[src/rtl/adder_pkg.sv]
// Purpose: shared types and constants for the adder result path and its accumulator.
// Contents: adder result width, default batch parameters, accumulator FSM state type.
// Ports: none (package).
package adder_pkg;

  // Adder result width: bits 0..3 are r0..r3, bit 4 is the carry-out r4.
  localparam int ADD_RES_W = 5;

  // Default batch size and accumulator width.
  localparam int DEF_COUNT = 4;
  localparam int DEF_ACC_W = 8;

  typedef enum logic [0:0] {
    ACCUM = 1'b0,
    HOLD  = 1'b1
  } state_t;

endpackage

[src/rtl/sum_accumulator_batch_counter.sv]
// Purpose: counts accepted items within a batch and flags the final item of the batch.
// Latency: last is combinational from the registered count; clr takes effect next cycle.
// Ports: clk/rst_n clock and async active-low reset; inc counts one accept; clr zeroes the
//        count and wins over inc; last is high while the count equals COUNT-1.
module batch_counter #(
  parameter int COUNT = 4
) (
  input  logic clk,
  input  logic rst_n,
  input  logic inc,
  input  logic clr,
  output logic last
);

  // Wide enough to hold COUNT itself, which is the count while the batch is held.
  localparam int CW = $clog2(COUNT + 1);

  logic [CW-1:0] r_cnt;

  always_ff @(posedge clk or negedge rst_n) begin
    if (!rst_n) begin
      r_cnt <= '0;
    end else if (clr) begin
      r_cnt <= '0;
    end else if (inc) begin
      r_cnt <= r_cnt + CW'(1);
    end
  end

  assign last = (r_cnt == CW'(COUNT - 1));

endmodule

[src/rtl/sum_accumulator.sv]
// Purpose: sums COUNT adder results into an ACC_W-bit total and presents each batch total
//          on a valid/ready port; out_valid rises the cycle after the COUNT-th accept.
// Backpressure: in_ready drops while a finished batch waits for out_ready; clear aborts.
// Ports: clk, rst_n, clear; in_valid/in_ready/sum_in input stream;
//        out_valid/out_ready/out_total/out_overflow batch result.
module sum_accumulator
  import adder_pkg::*;
#(
  parameter int COUNT = DEF_COUNT,
  parameter int ACC_W = DEF_ACC_W
) (
  input  logic                 clk,
  input  logic                 rst_n,
  input  logic                 clear,
  input  logic                 in_valid,
  output logic                 in_ready,
  input  logic [ADD_RES_W-1:0] sum_in,
  output logic                 out_valid,
  input  logic                 out_ready,
  output logic [ACC_W-1:0]     out_total,
  output logic                 out_overflow
);

  state_t           r_state;
  logic             r_en;
  logic [ACC_W-1:0] r_acc;
  logic             r_ovf;
  logic [ACC_W-1:0] r_total;
  logic             r_out_ovf;

  logic [ACC_W:0]   w_sum;
  logic             w_ovf_next;
  logic             w_accept;
  logic             w_done;
  logic             w_last;

  // One extra bit captures the carry out of the accumulator's top bit.
  assign w_sum      = {1'b0, r_acc} + {{(ACC_W + 1 - ADD_RES_W){1'b0}}, sum_in};
  assign w_ovf_next = r_ovf | w_sum[ACC_W];

  // r_en keeps in_ready low until the first clock edge after reset release.
  assign in_ready  = r_en && (r_state == ACCUM);
  assign out_valid = (r_state == HOLD);
  assign w_accept  = in_valid && in_ready;
  assign w_done    = (r_state == HOLD) && out_ready;

  assign out_total    = r_total;
  assign out_overflow = r_out_ovf;

  batch_counter #(
    .COUNT (COUNT)
  ) u_batch_counter (
    .clk   (clk),
    .rst_n (rst_n),
    .inc   (w_accept),
    .clr   (clear || w_done),
    .last  (w_last)
  );

  always_ff @(posedge clk or negedge rst_n) begin
    if (!rst_n) begin
      r_state   <= ACCUM;
      r_en      <= 1'b0;
      r_acc     <= '0;
      r_ovf     <= 1'b0;
      r_total   <= '0;
      r_out_ovf <= 1'b0;
    end else begin
      r_en <= 1'b1;
      if (clear) begin
        // Abort wins over any same-cycle accept or output handshake.
        r_state <= ACCUM;
        r_acc   <= '0;
        r_ovf   <= 1'b0;
      end else begin
        case (r_state)
          ACCUM: begin
            if (w_accept) begin
              r_acc <= w_sum[ACC_W-1:0];
              r_ovf <= w_ovf_next;
              if (w_last) begin
                r_total   <= w_sum[ACC_W-1:0];
                r_out_ovf <= w_ovf_next;
                r_state   <= HOLD;
              end
            end
          end
          HOLD: begin
            // Output registers keep their value after the handshake.
            if (out_ready) begin
              r_acc   <= '0;
              r_ovf   <= 1'b0;
              r_state <= ACCUM;
            end
          end
          default: r_state <= ACCUM;
        endcase
      end
    end
  end

endmodule

[config.mk]
export PLATFORM = sky130hd
export DESIGN_NAME = sum_accumulator
export DESIGN_NICKNAME = d
export VERILOG_FILES = /design/src/rtl/adder_pkg.sv /design/src/rtl/sum_accumulator_batch_counter.sv /design/src/rtl/sum_accumulator.sv
export SDC_FILE = /design/constraint.sdc
export NUM_CORES = 1
export LEC_CHECK = 0
export ABC_AREA = 1
export ABC_CLOCK_PERIOD_IN_PS = 2600
export CAP_MARGIN = 20
export CORE_UTILIZATION = 56
export CTS_CLUSTER_DIAMETER = 60
export DETAILED_ROUTE_END_ITERATION = 6
export HOLD_SLACK_MARGIN = 0.15
export PLACE_DENSITY = 0.83
export SETUP_SLACK_MARGIN = 0.4
export SLEW_MARGIN = 10
export SYNTH_ARGS = -nofsm -noshare
export SYNTH_HDL_FRONTEND = slang
export SYNTH_SLANG_ARGS = --single-unit
[constraint.sdc]
create_clock -name clk -period 2.6 [get_ports clk]
set_input_delay 0.52 -clock clk [delete_from_list [all_inputs] [get_ports clk]]
set_output_delay 0.52 -clock clk [all_outputs]
set_load 0.01 [all_outputs]
After elaboration in Yosys (flattened, before gate mapping)

Cells that the tools add are included.

Add/subtract/negate cells: 2
Eq/ne operators: 3
Muxes and demuxes: 15
Bitwise logic cells: 3
Reduce and logical (&&, ||, !) cells: 7

Operators with widths:

| kind                | count |
|---|---|
| $mux 8              | 3 |
| $pmux 8 s2          | 1 |
| $add 8x5->9         | 1 |
| $mux 1              | 7 |
| $mux 3              | 2 |
| $pmux 1 s2          | 2 |
| $reduce_and 4->1    | 1 |
| $add 3x1->3 const B | 1 |
| $eq 3x2->1 const B  | 1 |
| $logic_and 1x1->1   | 3 |
| $ne 3x2->1 const B  | 1 |
| $ne 3x3->1 const B  | 1 |
| $not 1->1           | 2 |
| $reduce_and 2->1    | 1 |
| $reduce_bool 2->1   | 1 |
| $logic_or 1x1->1    | 1 |
| $or 1x1->1          | 1 |

Register bits after elaboration: 23
Input port bits: 10
Output and inout port bits: 11
Logic and storage cells: 37

Logic depth before layout (Yosys ltp)

Gate-level depths: netlist of run 1.

Word-level depth: 6
Gate-level depth with buffers: 9
Gate-level depth less buffers: 9

Modules after synthesis

Synthesis of run 1 repeated with hierarchy kept, for this count alone.

Cell total of the unflattened synthesis: 157
Area, all modules: 1295.0 um^2

By module, submodules not included:

| module          | instances | cells each | area each (um^2) | sequential area each (um^2) |
|---|---|---|---|---|
| sum_accumulator | 1         | 138        | 1136.1           | 500.5 |
| batch_counter   | 1         | 19         | 158.9            | 75.1 |

Worst setup path before layout of run 1

Ideal clock, no wire load.

Path kind: in2reg
From: in sum_in[0]
To: reg r_total[4] (netlist: out_total[4])
Library setup time: 117 ps
Arrival time: 1538 ps
Required time: 2483 ps
Slack: 945 ps
Cell stages on the path: 7
Path buffers: 0
Cells stage by stage: ha_1 > fa_1 > nand3_1 > nand3_1 > xor2_1 > nand2_1 > nand2_1

Longest elaborated chain between the ends: 1

Ends and longest elaborated chain:

| what                   | RTL line              | source |
|---|---|---|
| start: declaration     | sum_accumulator.sv:17 | `input logic [ADD_RES_W-1:0] sum_in,` |
| $add 8x5->9            | sum_accumulator.sv:38 | `assign w_sum = {1'b0, r_acc} + {{(ACC_W + 1 - ADD_RES_W){1'b0}}, sum_in};` |
| end signal: assignment | sum_accumulator.sv:82 | `r_total <= w_sum[ACC_W-1:0];` |
| end: declaration       | sum_accumulator.sv:28 | `logic [ACC_W-1:0] r_total;` |

No other way between the ends.
A chain may end at the register's enable or synchronous reset.

Worst setup path after layout of run 1

From: reg r_state (netlist: out_valid)
To: out in_ready

Longest elaborated chain between the ends: 2

Ends and longest elaborated chain:

| what                     | RTL line              | source |
|---|---|---|
| start: declaration       | sum_accumulator.sv:24 | `state_t r_state;` |
| start signal: assignment | sum_accumulator.sv:62 | `r_state <= ACCUM;` |
| start signal: assignment | sum_accumulator.sv:72 | `r_state <= ACCUM;` |
| start signal: assignment | sum_accumulator.sv:84 | `r_state <= HOLD;` |
| $not 1->1 (no line)      | -                     |  |
| $logic_and 1x1->1        | sum_accumulator.sv:42 | `assign in_ready = r_en && (r_state == ACCUM);` |
| end: declaration         | sum_accumulator.sv:16 | `output logic in_ready,` |

No other way between the ends.

==> results of run 1 <==
## per-stage QoR
stage	cells	area (sq um)
2_1_floorplan	156	1262
5_1_grt	207	1519
3_5_place_dp	203	1493
3_3_place_gp	203	1493
4_1_cts	207	1519
6_report	207	1519
## sequential cells by signal, indices dropped and copies added, names as in the netlist
name,count
out_valid,1
out_total,8
r_ovf,1
r_en,1
out_overflow,1
r_acc,8
u_batch_counter.r_cnt,3
## logic make-up (layout without fill, tap and decap cells)
group	count (synthesis)	count (layout)
adder cells (fa/ha/maj)	8	8
XOR/XNOR	2	2
flip-flops	23	23
other	1	1
AO/OA/AOI/OAI	9	9
buffers and inverters	21	45
AND/OR/NAND/NOR	92	92
## final cells by class
class | count | area share
timing repair buffer | 21 | 0.1367
tap | 27 | 0.02224
inverter | 20 | 0.05025
clock buffer | 4 | 0.01730
multi-input combinational | 112 | 0.3946
sequential | 23 | 0.3789
## power breakdown
group          leakage [uW]  switching [uW]  internal, uW
clock network     0.0000150             113          60.1
registers          0.000315            8.52           371
logic              0.000533            70.6          50.1
## metal layers
| metal | share of wire | track usage | wire length (um) |
|---|---|---|---|
| met4 | 0.017 | 0.1000 | 44 |
| met3 | 0.047 | 0.03086 | 121 |
| met2 | 0.50 | 0.4201 | 1298 |
| met5 | 0 | 0 | 0 |
| met1 | 0.43 | 0.3259 | 1125 |
## placed cells by master (no fill, tap or decap), types with 2 or more instances in the layout
master and count:
ha_1 7, xor2_1 2, o21ai_0 3, nand3_1 17, clkdlybuf4s50_1 20, nand2_4 2, dfrtp_1 23, clkbuf_4 3
nor2_1 4, o21ai_1 2, inv_1 18, nand2_1 63
## cell usage after synthesis (all sizes together)
cell type   n  area share
nor2        6       0.037
o21ai       6       0.027
xor2        2       0.014
clkinv      1      0.0040
buf         1      0.0089
nand2      66        0.21
a21oi       1      0.0040
nand3      17       0.067
conb        1      0.0030
ha          7       0.069
inv        19       0.056
nand4       1      0.0050
dfrtp      23        0.46
nand3b      1      0.0059
o21bai      1      0.0059
o31ai       1      0.0059
or2         1      0.0050
fa          1       0.016
## critical path, cell delays in order, from the launching register on
cell	delay [ps]
dfrtp_1	450
nor2_4	160
clkdlybuf4s50_1	550
## worst max path at each step
stage          slack (ps)  depth (start not counted)                       end                start
2_1_floorplan         950                          7  out_total[4]$_DFFE_PN0P_            sum_in[0]
3_3_place_gp          470                          8  out_total[4]$_DFFE_PN0P_            sum_in[0]
3_5_place_dp          450                          8  out_total[4]$_DFFE_PN0P_            sum_in[0]
4_1_cts               590                          2                  in_ready  out_valid$_DFF_PN0_
5_1_grt               530                          2                  in_ready  out_valid$_DFF_PN0_
6_report              600                          2                  in_ready  out_valid$_DFF_PN0_
==> impl_results.md, run 1 <==
* Status: finished clean
* Power per cell area at 443.2 mW/mm^2
* Seq/Total Area, Yosys at 0.4559
* Synth Area in Compound Gates at 0.04262
* Final WL at 2.591 mm
* Sinks on the clock net at 23
* Fmax achieved at 499.0 MHz
* Clk buf depth at 2
* Syn avg cell area at 8.093 sq um
* Die area at 0.002448 sq mm
* Setup Skew at 2.450 ps
* Reg2Reg Setup Slack at 990 ps
* TNS Setup at 0 ps
* Hold Crit Start: out_total[1]$_DFFE_PN0P_
* Vias per cell at 5.261
* CTS buffer count at 3
* Post-synthesis mux area share at 0
* P_leak at 0.0008631 uW
* Antenna violations before repair at 0
* Worst setup EP type: primary output
* Mapped Area at 0.001262 sq mm
* Die Ht at 49.48 um
* Cts repair resizes at 0
* Tot Pwr at 673.3 uW
* Core area at 0.002042 sq mm
* Post-CTS setup buffers at 0
* DR iter-0 viols at 28
* CTS tree: done
* Hold path depth at 2
* Core Util, Final at 0.7439
* H-tree depth at 1
* Skew-Pair Late Insertion Delay at 320 ps
* Total GRT Usage at 0.2493
* CP Launch Type: register
* Largest net degree at the start of global routing at 24
* Remaining antenna violation count at 0
* Multi-input combinational cell area at 599.3 sq um
* CTS root buffer: clkbuf_4
* N_diodes at 0
* Maxcap violations at 0
* Initial Utilization at 0.6183
* FILL cells at 171
* First-pass GRT wire length at 4.581 mm
* Min Tclk post-route at 2004 ps
* Final nets at 199
* DRC viols at 0
* Post-Syn Nets at 174
* Ys Warns at 0
* IO Count at 21
* IO Port Bufs at 20
* Hpwl dp at 1.929 mm
* RSZ-0062 raised after global routing: false
* Layout cells sized above 1 at 0.06667
* # setup viols final at 0
* R2R cell count at 7
* Crit path kind: register to primary output
* Pre-Repair DR Iteration Count at 5
* Wire length per cell at 12.52 um
* Largest family of logic cells by synthesized area: simple AND/OR/NAND/NOR gates
* Post-synthesis xor/xnor area fraction at 0.01388
* Post-Synthesis Cells at 156
* Core Rows at 16
* Pre-CTS WS at 447.6 ps
* Final hold vios at 0
* CP required at 2080 ps
* Hold path endpoint: out_total[1]$_DFFE_PN0P_
* FF-to-FF End: out_total[4]$_DFFE_PN0P_
* Area grow syn2layout at 20.32%
* CP max FO at 4
* Distinct cells, synth at 25
* Peak VDD IR at 0.4103 mV
* Grt ovf at 0
* Register area at 575.6 sq um
* Gp weighted congestion at 0.8521
* Die X at 49.48 um
* Seq cells post-synth at 23
* Critical Path AT at 1480 ps
* Final worst setup slack at 596.1 ps
* Hold_buf cts at 0
* Adder-Cell Fraction of Synth Area at 0.08523
* Hold WS at 496.9 ps
* Fin crit share at 0.7707
* Vias in the first global route at 1,085
* Via count at 1,089
* Clock transition at path regs at 130 ps
* R2R Path Start: r_acc[0]$_DFFE_PN0P_
* Hold crit path type: register to register
* Synth Area in Simple Gates at 0.3300
* Final Max Tran Viols at 0
No activity file was read; power rests on OpenSTA's default activity.
==> inputs of run 2 (changes only) <==
Settings changed: ABC_CLOCK_PERIOD_IN_PS 2600 to 2100, CORE_UTILIZATION 56 to 52, PLACE_DENSITY 0.83 to 0.78.
Clock period 2.6 ns to 2.1 ns, I/O delays scaled along.
==> run 2 against run 1 <==
  * Sequential share of layout area is 0.43 points lower
  * Cell area is 1.2% higher
  * First-iteration DRC count is 32% lower
  * Register-to-register slack worse by 430 ps
  * Routed wire length is 8.4% lower
  * Critical path type unchanged
  * Critical endpoint is now out_total[3]
  * Highest routed layer unchanged
==> impl_results.md, run 2 (synthesis gave the netlist of run 1 again) <==
* CP max FO at 2 (-2)
* Vias per cell at 5.029 (-4.4%)
* DR iter-0 viols at 19 (-32%)
* Antenna violations before repair at 0 (unchanged)
* Clk buf depth at 2 (unchanged)
* Peak VDD IR at 0.4246 mV (+3.5%)
* CP peak stage delay at 540 ps (about the same)
* Fmax achieved at 608.7 MHz
* H-tree depth at 1 (unchanged)
* Sinks on the clock net at 23 (unchanged)
* IO Port Bufs at 20 (unchanged)
* RSZ-0062 raised after global routing: true
* Hold crit path type: primary input to asynchronous set/reset pin
* DRC viols at 0 (unchanged)
* Grt ovf at 0 (unchanged)
* Skew-Pair Late Insertion Delay at 310 ps (about the same)
* Final WL at 2.373 mm (-8.4%)
* # setup viols final at 0 (unchanged)
* Initial Utilization at 0.5599 (-0.05833)
* Setup Skew at 2.717 ps (+0.2669 ps)
* Die Ht at 51.27 um (+3.6%)
* Status: finished clean
* Final Max Tran Viols at 0 (unchanged)
* P_leak at 0.0008765 uW (+1.6%)
* Die area at 0.002629 sq mm (+7.4%)
* Gp weighted congestion at 0.8360 (-1.9%)
* R2R cell count at 7 (unchanged)
* Most frequent cells in the layout: nand2_1 (62), dfrtp_1 (23), inv_1 (18), clkdlybuf4s50_1 (18), nand3_1 (17)
* Crit path max-delay cell type: clkdlybuf4s50_1
* R2R Path Start: r_acc[0]$_DFFE_PN0P_
* FF-to-FF End: out_total[4]$_DFFE_PN0P_
* Core Rows at 17 (+1)
* CTS buffer count at 3 (unchanged)
* Power per cell area at 536.0 mW/mm^2 (+21%)
* Pre-Repair DR Iteration Count at 4 (-1)
* First-pass GRT wire length at 4.112 mm (-10%)
* Hpwl dp at 1.741 mm (-9.7%)
* Die X at 51.27 um (+3.6%)
* Final hold vios at 0 (unchanged)
* Instance count on the critical path at 1 (-1)
* IO Count at 21 (unchanged)
* Reg2Reg Setup Slack at 560 ps (-430 ps)
* Min Tclk post-route at 1643 ps
* TNS Setup at 0 ps (unchanged)
* Total GRT Usage at 0.2154 (-0.03397)
* Crit path kind: register to primary output
* Fin crit share at 0.7823
* CTS tree: done
* Remaining antenna violation count at 0 (unchanged)
* Critical Path AT at 1220 ps (-260 ps)
* Worst setup EP type: primary output
* Wire length per cell at 11.30 um (-9.7%)
* Final nets at 201 (+1.0%)
* Worst Path Buf+Inv at 1 (unchanged)
* N_diodes at 0 (unchanged)
* Largest net degree at the start of global routing at 24 (unchanged)
* Commonest non-fill, non-tap cell in the layout: nand2_1
* CTS root buffer: clkbuf_4
* Critical path cell sequence: clkdlybuf4s50_1
* Vias in the first global route at 1,004 (-7.5%)
* CP required at 1680 ps (-400 ps)
* Clock transition at path regs at 120 ps (about the same)
* Core area at 0.002255 sq mm (+10%)
* CP Launch Type: register
* Via count at 1,056 (-3.0%)
* Layout cells sized above 1 at 0.09890 (+0.03223)
* Maxcap violations at 0 (unchanged)
* Top Family by Delay on Critical Path: buffers and inverters
* Area grow syn2layout at 21.70%
* Tot Pwr at 823.6 uW (+22%)
==> run 2: cell count changes in the layout (fill, tap and decap cells not counted), sizes merged <==
cell,delta
clkbuf,+1
clkdlybuf4s50,-2
dlygate4sd2,+1
buf,+2
==> run 2: cell type report <==
cell class              instances  area, sq um
fillers                       207        718.2
multi-input cells             112        606.8
flip-flops and latches         23        575.6
repair buffers                 23        216.5
inverters                      20        76.32
well taps                      28        35.03
clock buffers                   4        26.28
==> run 2: stage by stage <==
stage	hold WS [ps]	cells	setup WS, ps	util	instance area (sq um)
floorplan	124.4	156	545.4	-	1262
global placement	458.7	204	76.98	0.6626	1494
detailed placement	465.7	204	41.88	0.6626	1494
CTS	454.1	210	401.2	0.6809	1535
global route	464.6	210	377.2	0.6815	1536
finish	447.9	210	457.2	0.6815	1536
==> run 2: power by group <==
group | internal (uW) | leakage (uW) | switching, uW
clock | 74.3 | 0.0000150 | 133
sequential | 459 | 0.000315 | 10.4
combinational | 62.0 | 0.000546 | 84.4
total | 595 | 0.000876 | 228
==> run 2: how the worst max path moves through the flow <==
stage	from	endpoint	slack, ps
4_1_cts	out_valid$_DFF_PN0_	in_ready	400
3_5_place_dp	sum_in[0]	out_total[4]$_DFFE_PN0P_	40
6_report	out_total[3]$_DFFE_PN0P_	out_total[3]	460
5_1_grt	sum_in[0]	out_overflow$_DFFE_PN0P_	380
2_1_floorplan	sum_in[0]	out_total[4]$_DFFE_PN0P_	550
3_3_place_gp	sum_in[0]	out_total[4]$_DFFE_PN0P_	80
==> run 2: what timing repair did <==
item | in CTS | in global routing
pin swaps | 0 | 2
endpoints found under the setup margin | 4 | 6
hold buffers | 0 | 0
setup buffers | 2 | 0
gates resized for setup | 3 | 4
gates cloned | 0 | 0
==> run 2: metal layers <==
| metal | global-route usage | share of wire |
|---|---|---|
| met5 | 0 | 0 |
| met1 | 0.2293 | 0.45 |
| met2 | 0.4101 | 0.52 |
| met3 | 0.03571 | 0.028 |
| met4 | 0.09459 | 0.0097 |
